<file path="config.mk">
export PLATFORM = sky130hd
export DESIGN_NAME = load_store_unit
export DESIGN_NICKNAME = d
export VERILOG_FILES = /design/src/rtl/load_store_unit.sv
export SDC_FILE = /design/constraint.sdc
export NUM_CORES = 1
export LEC_CHECK = 0
export CAP_MARGIN = 10
export CORE_MARGIN = 2
export CORE_UTILIZATION = 40
export DETAILED_ROUTE_END_ITERATION = 8
export GPL_TIMING_DRIVEN = 0
export PLACE_DENSITY = 0.71
export SYNTH_ARGS = -nofsm -noshare
export SYNTH_HDL_FRONTEND = slang
export SYNTH_SLANG_ARGS = --single-unit
</file>
<file path="constraint.sdc">
create_clock -name clk -period 2 [get_ports clk]
set_clock_uncertainty 0.1 [all_clocks]
set_input_delay 0.3 -clock clk [delete_from_list [all_inputs] [get_ports clk]]
set_output_delay 0.3 -clock clk [all_outputs]
set_load 0.02 [all_outputs]
</file>
<file path="src/rtl/load_store_unit.sv">
// load_store_unit: initiator side of a word-only MIPS data-memory port.
// Accepts load/store requests over valid/ready, converts byte addresses to
// word indices, and uses read-modify-write for byte/halfword stores.
// Optional build macro: LSU_ALIGN_CHECK_EN
//   defined   -> illegal size, misaligned and out-of-range requests are
//                answered with rsp_error and touch no memory.
//   undefined -> rsp_error is tied low, misaligned low bits are dropped,
//                the word index wraps modulo DEPTH_WORDS and size 11 is a word.
module load_store_unit #(
    parameter int DEPTH_WORDS = 32
) (
    input  logic        clk,
    input  logic        reset,
    input  logic        req_valid,
    output logic        req_ready,
    input  logic        req_write,
    input  logic [1:0]  req_size,
    input  logic        req_unsigned,
    input  logic [31:0] req_addr,
    input  logic [31:0] req_wdata,
    output logic        rsp_valid,
    output logic [31:0] rsp_rdata,
    output logic        rsp_error,
    output logic [31:0] Adress,
    output logic [31:0] Write_Data,
    output logic        MemWrite,
    output logic        MemRead,
    input  logic [31:0] Read_Data
);

    localparam int AW = (DEPTH_WORDS > 1) ? $clog2(DEPTH_WORDS) : 1;

    localparam logic [1:0] SZ_BYTE = 2'b00;
    localparam logic [1:0] SZ_HALF = 2'b01;
    localparam logic [1:0] SZ_WORD = 2'b10;

    typedef enum logic [1:0] {
        S_IDLE = 2'd0,
        S_RD   = 2'd1,
        S_WR   = 2'd2,
        S_RESP = 2'd3
    } state_t;

    // Pick the addressed lane out of a memory word and extend it to 32 bits.
    function automatic logic [31:0] load_extract(input logic [31:0] word,
                                                 input logic [1:0]  size,
                                                 input logic [1:0]  lane,
                                                 input logic        uns);
        logic [7:0]  b;
        logic [15:0] h;
        logic [31:0] r;
        case (lane)
            2'd0:    b = word[7:0];
            2'd1:    b = word[15:8];
            2'd2:    b = word[23:16];
            2'd3:    b = word[31:24];
            default: b = word[7:0];
        endcase
        h = lane[1] ? word[31:16] : word[15:0];
        case (size)
            SZ_BYTE: r = uns ? {24'd0, b} : {{24{b[7]}}, b};
            SZ_HALF: r = uns ? {16'd0, h} : {{16{h[15]}}, h};
            default: r = word;
        endcase
        return r;
    endfunction

    // Replace the addressed lane(s) of a memory word with new store data.
    function automatic logic [31:0] store_merge(input logic [31:0] word,
                                                input logic [31:0] wdata,
                                                input logic [1:0]  size,
                                                input logic [1:0]  lane);
        logic [31:0] r;
        r = word;
        case (size)
            SZ_BYTE: begin
                case (lane)
                    2'd0:    r[7:0]   = wdata[7:0];
                    2'd1:    r[15:8]  = wdata[7:0];
                    2'd2:    r[23:16] = wdata[7:0];
                    2'd3:    r[31:24] = wdata[7:0];
                    default: r[7:0]   = wdata[7:0];
                endcase
            end
            SZ_HALF: begin
                if (lane[1]) begin
                    r[31:16] = wdata[15:0];
                end else begin
                    r[15:0] = wdata[15:0];
                end
            end
            default: r = wdata;
        endcase
        return r;
    endfunction

    state_t      state_q,       state_d;
    logic        write_q,       write_d;
    logic [1:0]  size_q,        size_d;
    logic        uns_q,         uns_d;
    logic [1:0]  lane_q,        lane_d;
    logic [31:0] wdata_q,       wdata_d;
    logic        err_q,         err_d;
    logic [31:0] adress_q,      adress_d;
    logic [31:0] write_data_q,  write_data_d;
    logic [31:0] rsp_rdata_q,   rsp_rdata_d;

    logic        accept_s;
    logic        err_s;
    logic [1:0]  eff_size_s;
    logic [1:0]  lane_s;
    logic [31:0] word_idx_s;

    assign req_ready  = (state_q == S_IDLE) && !reset;
    assign accept_s   = req_valid && req_ready;
    assign word_idx_s = {{(32 - AW){1'b0}}, req_addr[AW + 1:2]};

`ifndef LSU_ALIGN_CHECK_EN
    logic unused_addr_s;
    assign unused_addr_s = ^req_addr[31:AW + 2];
`endif

    // Classify the incoming request: effective size, lane and error flag.
    always_comb begin
        err_s      = 1'b0;
        eff_size_s = req_size;
        lane_s     = req_addr[1:0];
`ifdef LSU_ALIGN_CHECK_EN
        if ((req_size == 2'b11) ||
            ((req_size == SZ_HALF) && req_addr[0]) ||
            ((req_size == SZ_WORD) && (req_addr[1:0] != 2'b00)) ||
            (|req_addr[31:AW + 2])) begin
            err_s = 1'b1;
        end else begin
            err_s = 1'b0;
        end
`else
        case (req_size)
            SZ_BYTE: begin
                eff_size_s = SZ_BYTE;
                lane_s     = req_addr[1:0];
            end
            SZ_HALF: begin
                eff_size_s = SZ_HALF;
                lane_s     = {req_addr[1], 1'b0};
            end
            default: begin
                eff_size_s = SZ_WORD;
                lane_s     = 2'b00;
            end
        endcase
`endif
    end

    // Next-state and datapath update for the request sequencer.
    always_comb begin
        state_d      = state_q;
        write_d      = write_q;
        size_d       = size_q;
        uns_d        = uns_q;
        lane_d       = lane_q;
        wdata_d      = wdata_q;
        err_d        = err_q;
        adress_d     = adress_q;
        write_data_d = write_data_q;
        rsp_rdata_d  = rsp_rdata_q;
        case (state_q)
            S_IDLE: begin
                if (accept_s) begin
                    write_d     = req_write;
                    size_d      = eff_size_s;
                    uns_d       = req_unsigned;
                    lane_d      = lane_s;
                    wdata_d     = req_wdata;
                    err_d       = err_s;
                    rsp_rdata_d = 32'd0;
                    if (err_s) begin
                        state_d = S_RESP;
                    end else if (req_write && (eff_size_s == SZ_WORD)) begin
                        adress_d     = word_idx_s;
                        write_data_d = req_wdata;
                        state_d      = S_WR;
                    end else begin
                        adress_d = word_idx_s;
                        state_d  = S_RD;
                    end
                end else begin
                    state_d = S_IDLE;
                end
            end
            S_RD: begin
                if (write_q) begin
                    write_data_d = store_merge(Read_Data, wdata_q, size_q, lane_q);
                    state_d      = S_WR;
                end else begin
                    rsp_rdata_d = load_extract(Read_Data, size_q, lane_q, uns_q);
                    state_d     = S_RESP;
                end
            end
            S_WR: begin
                state_d = S_RESP;
            end
            S_RESP: begin
                state_d = S_IDLE;
            end
            default: begin
                state_d = S_IDLE;
            end
        endcase
    end

    // State and datapath registers with synchronous reset.
    always_ff @(posedge clk) begin
        if (reset) begin
            state_q      <= S_IDLE;
            write_q      <= 1'b0;
            size_q       <= 2'b00;
            uns_q        <= 1'b0;
            lane_q       <= 2'b00;
            wdata_q      <= 32'd0;
            err_q        <= 1'b0;
            adress_q     <= 32'd0;
            write_data_q <= 32'd0;
            rsp_rdata_q  <= 32'd0;
        end else begin
            state_q      <= state_d;
            write_q      <= write_d;
            size_q       <= size_d;
            uns_q        <= uns_d;
            lane_q       <= lane_d;
            wdata_q      <= wdata_d;
            err_q        <= err_d;
            adress_q     <= adress_d;
            write_data_q <= write_data_d;
            rsp_rdata_q  <= rsp_rdata_d;
        end
    end

    // Strobes and response come straight from state; reset kills them at once
    // so an interrupted read-modify-write never commits.
    assign MemRead    = (state_q == S_RD) && !reset;
    assign MemWrite   = (state_q == S_WR) && !reset;
    assign rsp_valid  = (state_q == S_RESP) && !reset;
    assign rsp_error  = rsp_valid && err_q;
    assign rsp_rdata  = rsp_rdata_q;
    assign Adress     = adress_q;
    assign Write_Data = write_data_q;

endmodule

</file>
* Word level (Yosys, flattened, before mapping)
Cells that the tools add are included.
** Storage, ports and cells
- Bits of input ports :: 103
- Bits in registers :: 109
- Word-level logic and storage cells :: 62
- Output and inout bits :: 101
** Cells by class
- Eq/ne operators :: 13
- Muxes and demuxes :: 25
- Reductions and logical operators :: 15
** Operators by type and width (count)
- $pmux 32 s2 :: 4
- $mux 32 :: 7
- $mux 16 :: 3
- $mux 8 :: 4
- $pmux 8 s4 :: 1
- $eq 2x2->1 const B :: 5
- $eq 2x1->1 const B :: 4
- $logic_not 2->1 :: 4
- $pmux 2 s2 :: 2
- $pmux 2 s4 :: 1
- $logic_and 1x1->1 :: 6
- $ne 2x2->1 const B :: 3
- $mux 2 :: 2
- $reduce_and 4->1 :: 1
- $reduce_and 3->1 :: 1
- $ne 2x1->1 const B :: 1
- $reduce_and 2->1 :: 1
- $reduce_bool 2->1 :: 1
- $logic_not 1->1 :: 1
- $mux 1 :: 1

* Longest topological paths before layout
Gate-level depths: netlist of the first run.
- Word-level depth :: 7
- Mapped depth :: 9
- Mapped depth without buffers :: 6

* Worst setup path before layout of the first run
Ideal clock, no wire load.
- Path type :: flip-flop to output port
- From :: reg state_q[1]
- To :: out MemRead
- Arrival time :: 1.532 ns
- Cell stages (with the launch flop) :: 7
- Buffers on the path :: 3
- Setup slack :: 0.068 ns
- Path through :: dfxtp_1 inv_1 ha_1 buf_4 clkbuf_1 clkbuf_1 nor2b_1
** Between the ends
- Longest elaborated chain between the ends :: 2
** RTL lines
- start: declaration :: line 97 : state_t state_q, state_d;
- start signal: assignment :: line 226 : state_q <= state_d;
- $eq 2x1->1 :: line 241 : assign MemRead = (state_q == S_RD) && !reset;
- $logic_and 1x1->1 :: line 241
- end: declaration :: line 27 : output logic MemRead,
Every way passes these cells.

* Final worst setup path of the first run
Ends and elaborated chain as after synthesis.

==> results of run 1 <==
==> flip-flops by register name (all words and copies together) (netlist names) <==
name and flops:
write_q 1, state_q 2, size_q 2, lane_q 2, Adress 5, Write_Data 32, uns_q 1, wdata_q 32
rsp_rdata 32
==> layer usage <==
metal / part of all wire [%] / wire length (um) / vias up / GRT usage (%)
li1: - / - / 3005 / -
met1: 43 / 9160 / 3026 / 34.3
met2: 47 / 10000 / 319 / 42.8
met3: 8.3 / 1790 / 42 / 5.95
met4: 2.3 / 489 / 0 / 6.27
met5: 0 / 0 / - / 0
==> placed cells by master, fill, tap and decap left out, types with 8 or more instances in the layout <==
cell type / instances
a21oi_1: 25
a22o_1: 17
a311oi_1: 8
a32o_1: 19
and3b_1: 8
buf_2: 18
buf_4: 40
buf_6: 13
clkbuf_1: 15
clkbuf_16: 9
clkbuf_2: 16
clkdlybuf4s50_1: 145
conb_1: 28
dfxtp_1: 107
inv_1: 10
nand2_1: 135
nand2b_1: 18
nand3_1: 11
nand3b_1: 55
nor2_1: 35
nor3_1: 16
o211ai_1: 15
o21ai_0: 30
o31ai_1: 8
o41ai_2: 8
==> layout make-up <==
class,count,area share [%]
Clock inverter,4,0.276
Multi-Input combinational cell,550,42.6
Clock buffer,11,2.82
Sequential cell,109,25.4
Buffer,92,6.99
Timing Repair Buffer,163,18.6
Tap cell,188,2.73
Inverter,13,0.566
==> worst max-delay path by stage <==
stage               start  slack (ns)  depth (start not counted)       to
2_1_floorplan  state_q[1]        0.07                          6  MemRead
3_3_place_gp   state_q[1]       -0.69                          7  MemRead
3_5_place_dp   state_q[1]       -0.69                          7  MemRead
4_1_cts        state_q[1]       -0.13                          7  MemRead
5_1_grt        state_q[1]       -0.06                          6  MemRead
6_report       state_q[1]        0.01                          6  MemRead
==> stage by stage <==
step | cell area (sq um) | power, mW | instances | TNS, ns
4_1_cts | 8400 | 5.96 | 1127 | -0.469
3_3_place_gp | 7930 | 4.21 | 1105 | -24.53
2_1_floorplan | 6200 | 3.49 | 768 | 0
6_report | 8620 | 6.06 | 1130 | 0
3_5_place_dp | 7930 | 4.22 | 1105 | -25.16
5_1_grt | 8620 | 6.31 | 1130 | -0.0995
==> power groups by stage <==
stage	logic [mW]	clock network (mW)	registers, mW
2_1_floorplan	0.838	0	2.65
3_3_place_gp	1.67	0	2.54
3_5_place_dp	1.68	0	2.54
4_1_cts	1.77	1.70	2.50
5_1_grt	2.01	1.78	2.52
6_report	1.88	1.68	2.50
==> repair_timing <==
action | 4_1_cts | 5_1_grt
buffers inserted | 6 | 6
endpoints found under the setup margin | 106 | 108
resized for setup | 60 | 61
pin swaps | 0 | 1
cloned | 1 | 1
==> cell families after synthesis <==
group                    after synthesis
buffers and inverters                109
AND/OR/NAND/NOR                      308
flip-flops                           109
adder cells (fa/ha/maj)                5
multiplexers                          14
AO/OA/AOI/OAI                        195
other                                  1
==> reports/metrics.cfg, run 1 <==
[setup_path]
worst_path_largest_cell_delay_ns = 0.33
rr_startpoint = state_q[0]
cp.required_ns = 1.60
worst-path-buf-inv = 4
slowest_stage = dfxtp_2
path_max_fanout = 10
end_kind = output pin
timing.rr.end = rsp_rdata[25]
crit_arrival_ns = 1.59
cp_cell_sequence = inv_2, ha_4, buf_8, clkbuf_8, nor2b_2, buf_4
crit_path_start_kind = register
cp_top_family = buffers and inverters
rrSetupSlack_ns = 0.07
setup.worst_path.class = reg2out
rr_worst_depth = 8

[floorplanning]
die_w_um = 127
core_sq_um = 15000
fp-row-count = 45
dieArea_sq_um = 16200
die_h_um = 127
pin_count = 204
start_util_pct = 40.6

[hold_path]
min_to = rsp_rdata[8]
hold_start = rsp_rdata[8]
hold_depth = 1
hold_path_class = reg2reg

[pwr]
p_int_mw = 4.07
p_seq_share_pct = 41.3
power_density_nw_per_um2 = 703
p_sw_mw = 1.98
max-vdd-ir-drop_mv = 0.440
p_leak_nw = 3.30
combPwrFrac_pct = 31.0
pwr-share-clk_pct = 27.7
switching_share_pct = 32.7

[global_routing]
grt_pass1_wl_um = 32700
grt-ovfl-total = 0
track_usage_pct = 25.9
grt_max_degree = 17
grt_pass1_vias = 5979
antenna_found_initial = 0

[logic_synthesis]
synthTopCellsByArea = dfxtp_1, nand2_1, nand3b_1
synthMuxAreaShare_pct = 2.61
synth_seq_cells = 109
ys_warn_count = 0
synth_top_area_share_pct = 35.8
synth_top_family_by_area = simple AND/OR/NAND/NOR gates
synth_edf_count = 0
synthXorXnorAreaFrac_pct = 0
synth_ff_type = dfxtp_1
synth_compound_area_share_pct = 24.8
synth.most_common_cell = nand2_1
syn_area_sq_um = 6100
synth_area_per_cell_sq_um = 8.23
synthSimpleGateAreaFrac_pct = 26.2
ys_top_cells_by_count = nand2_1, dfxtp_1, nand3b_1
seq_area_frac_synth_pct = 35.8
synth_fa_ha_area_share_pct = 1.03
synth_top_cell_by_area = dfxtp_1
netlist_instances = 741
ys_types = 57
postSynth.asyncResetShare_pct = 0

[route]
drtIter0Drc = 529
post_drt_wl_per_cell_um = 19.0
drt-pass1-iter-count = 5
ant_nets = 0
drcViolationCount = 0
vias = 6392
viasPerCell = 5.66
wl_um = 21500

[timing]
worst_pin_slew_ns = 0.593
setup_ws_ns = 0.0134
hold_ws_ns = 0.368
rsz0062_at_grt = true
setup_viol = 0
fin_crit_ns = 1.99
hold_viol = 0
fmax_mhz = 503
final.period_utilization_pct = 99.3
maxSlewViolCount = 0
relSlewSlack_pct = 60.5

[clocking]
cts-root-buf = clkbuf_16
cts_tree = yes
insertion_delay_ns = 0.35
htree_levels = 3
clkSinkCount = 109
cts_buffers = 9
clockBufferDepth = 2
cts.clk_slew.worst_paths_ns = 0.07
ctsHoldBuffers = 0

[placement]
io_buffers = 149
finalWeightedCongestion = 0.930
hpwl_um = 16100
preCtsSetupSlack_ns = -0.692

[layout]
utilization_pct = 57.3
multi_input_area_sq_um = 3670
fillers = 1375
num_antenna_cells = 0
register_area_sq_um = 2190
num-nets-final = 1046
syn_to_final_growth_pct = 41.3
drive_above_1_share_pct = 18.3

[status]
outcome = finished, final reports clean

[run]
drv_cap = 0

Power figures use the tool's default switching activity.
==> run 2: changes to the inputs <==
--- a/config.mk
+++ b/config.mk
@@ -5,6 +5,7 @@
 export SDC_FILE = /design/constraint.sdc
 export NUM_CORES = 1
 export LEC_CHECK = 0
+export ABC_AREA = 0
 export CAP_MARGIN = 10
 export CORE_MARGIN = 2
 export CORE_UTILIZATION = 40
==> results of run 2 <==
No change in the layout: final DEF, timing and power equal those of run 1.
==> run 3: changes to the inputs <==
--- a/config.mk
+++ b/config.mk
@@ -7,11 +7,12 @@
 export LEC_CHECK = 0
 export ABC_AREA = 0
 export CAP_MARGIN = 10
-export CORE_MARGIN = 2
 export CORE_UTILIZATION = 40
 export DETAILED_ROUTE_END_ITERATION = 8
 export GPL_TIMING_DRIVEN = 0
+export MAX_ROUTING_LAYER = met4
 export PLACE_DENSITY = 0.71
+export SLEW_MARGIN = 20
 export SYNTH_ARGS = -nofsm -noshare
 export SYNTH_HDL_FRONTEND = slang
 export SYNTH_SLANG_ARGS = --single-unit
==> run 3 against run 2 <==
Net effect:
- the run now ends with DRC, setup timing left
- count of clock-buffer cells in the layout is 2 lower
- global-route usage up 1.5 points
- non-clock buffer count rose by 2
- clock power increased by 22%
- critical path type unchanged
- highest routed layer unchanged
==> reports/metrics.cfg, run 3 (same netlist as run 1, synthesis figures left out) <==
[placement]
preCtsSetupSlack_ns = -0.702  ; -0.0101 ns
finalWeightedCongestion = 0.948  ; +2.0%
hpwl_um = 15800  ; -1.4%
dp_cells = 1101  ; -0.36%
io_buffers = 149  ; unchanged

[global_routing]
grt-ovfl-total = 0  ; unchanged
grt_pass1_wl_um = 32300  ; -1.4%
track_usage_pct = 27.4  ; +1.5 points
grt_pass1_vias = 5911  ; -1.1%
grt_max_degree = 18  ; +1
antenna_found_initial = 0  ; unchanged

[layout]
utilization_pct = 58.9  ; +1.6 points
drive_above_1_share_pct = 18.0  ; -0.27 points
num_antenna_cells = 0  ; unchanged
syn_to_final_growth_pct = 42.0
layout_common_cells = clkdlybuf4s50_1, nand2_1, dfxtp_1, nand3b_1, buf_4
finalNonFillerCells = 1129  ; -0.088%
final_common_cell = clkdlybuf4s50_1
num-nets-final = 1048  ; +0.19%

[timing]
relSlewSlack_pct = 58.2  ; -2.3 points
setup_ws_ns = -0.0159  ; -0.0293 ns
maxSlewViolCount = 0  ; unchanged
worst_pin_slew_ns = 0.628  ; +0.0346 ns
fin_crit_ns = 2.02  ; +0.0293 ns
hold_viol = 0  ; unchanged
final.period_utilization_pct = 101  ; +1.5 points
fmax_mhz = 496  ; -1.5%
rsz0062_at_grt = true
setup_viol = 1  ; +1

[floorplanning]
die_w_um = 125  ; -1.6%
fp-row-count = 44  ; -2.2%
start_util_pct = 41.5  ; +0.92 points
die_h_um = 125  ; -1.6%
dieArea_sq_um = 15700  ; -3.1%
core_sq_um = 14700  ; -2.2%
pin_count = 204  ; unchanged

[run]
drv_cap = 0  ; unchanged

[status]
violations = DRC, setup timing
outcome = finished, violations left

[setup_path]
worst_path_largest_cell_delay_ns = 0.34  ; about the same
crit_path_start = state_q[1]
path_max_fanout = 10  ; unchanged
worst-path-buf-inv = 5  ; +1
rr_startpoint = state_q[0]
cp_cell_sequence = inv_2, ha_4, buf_6, clkbuf_16, clkbuf_16, nor2b_4, buf_6
slowest_stage = dfxtp_2
cp.required_ns = 1.60  ; about the same
crit_arrival_ns = 1.62  ; +0.03 ns
cp_top_family = buffers and inverters
end_kind = output pin
setup.worst_path.class = reg2out
crit_path_start_kind = register

[clocking]
ctsHoldBuffers = 0  ; unchanged
clkSinkCount = 109  ; unchanged
insertion_delay_ns = 0.36  ; about the same
cts_buffers = 9  ; unchanged
cts.clk_slew.worst_paths_ns = 0.07  ; about the same
cts-root-buf = clkbuf_16
clockBufferDepth = 2  ; unchanged
cts_tree = yes
htree_levels = 3  ; unchanged

[route]
post_drt_wl_per_cell_um = 18.9  ; -0.42%
vias = 6316  ; -1.2%
drcViolationCount = 12  ; +12
viasPerCell = 5.59  ; -1.1%
drt-pass1-iter-count = 7  ; +2
wl_um = 21400  ; -0.51%
drtIter0Drc = 677  ; +28%
ant_nets = 0  ; unchanged

[pwr]
report.power.total_mw = 6.44  ; +6.3%
max-vdd-ir-drop_mv = 0.445  ; +1.2%
power_density_nw_per_um2 = 743  ; +5.8%
p_leak_nw = 3.33  ; +0.84%

[hold_path]
hold_path_class = in2reg
hold_start = req_size[1]

[run 3: changes by cell type in the layout (fill, tap and decap cells not counted), sizes merged]
cell / delta
clkdlybuf4s15: +1
inv: -1
clkbuf: +1
clkinv: +1
bufinv: +3
dlygate4sd2: -1
clkdlybuf4s50: -1
[run 3: worst paths after layout]
path | to | slack [ns] | depth (start not counted)
max | MemRead | -0.02 | 7
min | size_q[1] | 0.31 | 3
max reg2reg | Write_Data[5] | 0.02 | 8
min reg2reg | rsp_rdata[14] | 0.37 | 2
[run 3: per-stage QoR]
step | setup TNS [ns] | hold WS [ns] | instance area, sq um
2_1_floorplan | 0 | 0.299 | 6200
3_3_place_gp | -24.58 | 0.347 | 7920
3_5_place_dp | -26.41 | 0.356 | 7920
4_1_cts | -0.462 | 0.366 | 8480
5_1_grt | -0.522 | 0.327 | 8660
6_report | -0.0159 | 0.312 | 8660
[run 3: tightest hold or removal path, stage by stage]
cell and delay [ns]:
dlymetal6s2s_1 0.26, nand2_1 0.11, a21oi_1 0.05
[run 3: layer usage]
layer,vias to the layer above,GRT usage (%),part of all wire [%]
met5,-,-,0
met4,0,11.9,3.8
met3,63,5.65,6.9
met2,302,42.1,45
met1,2945,34.7,44
li1,3006,-,-
[run 3: power by group]
group | total [mW] | internal (mW) | switching [mW]
Clock | 2.05 | 1.22 | 0.830
Combinational | 1.89 | 0.856 | 1.03
Sequential | 2.50 | 2.36 | 0.137
[run 3: what timing repair did]
| action | CTS | global route |
|---|---|---|
| resized for setup | 57 | 51 |
| endpoints found under the hold margin | 0 | 0 |
| pin swaps | 0 | 1 |
| setup endpoints to repair | 106 | 103 |
| cloned | 0 | 2 |
| buffers inserted | 5 | 7 |
[run 3: layout make-up]
type	count	area (sq um)
fill	1321	6040
multi-input combinational	550	3610
sequential	109	2180
timing repair buffer	163	1620
buffer	94	626
tap	184	230
clock buffer	9	225
clock inverter	7	114
inverter	13	48.8
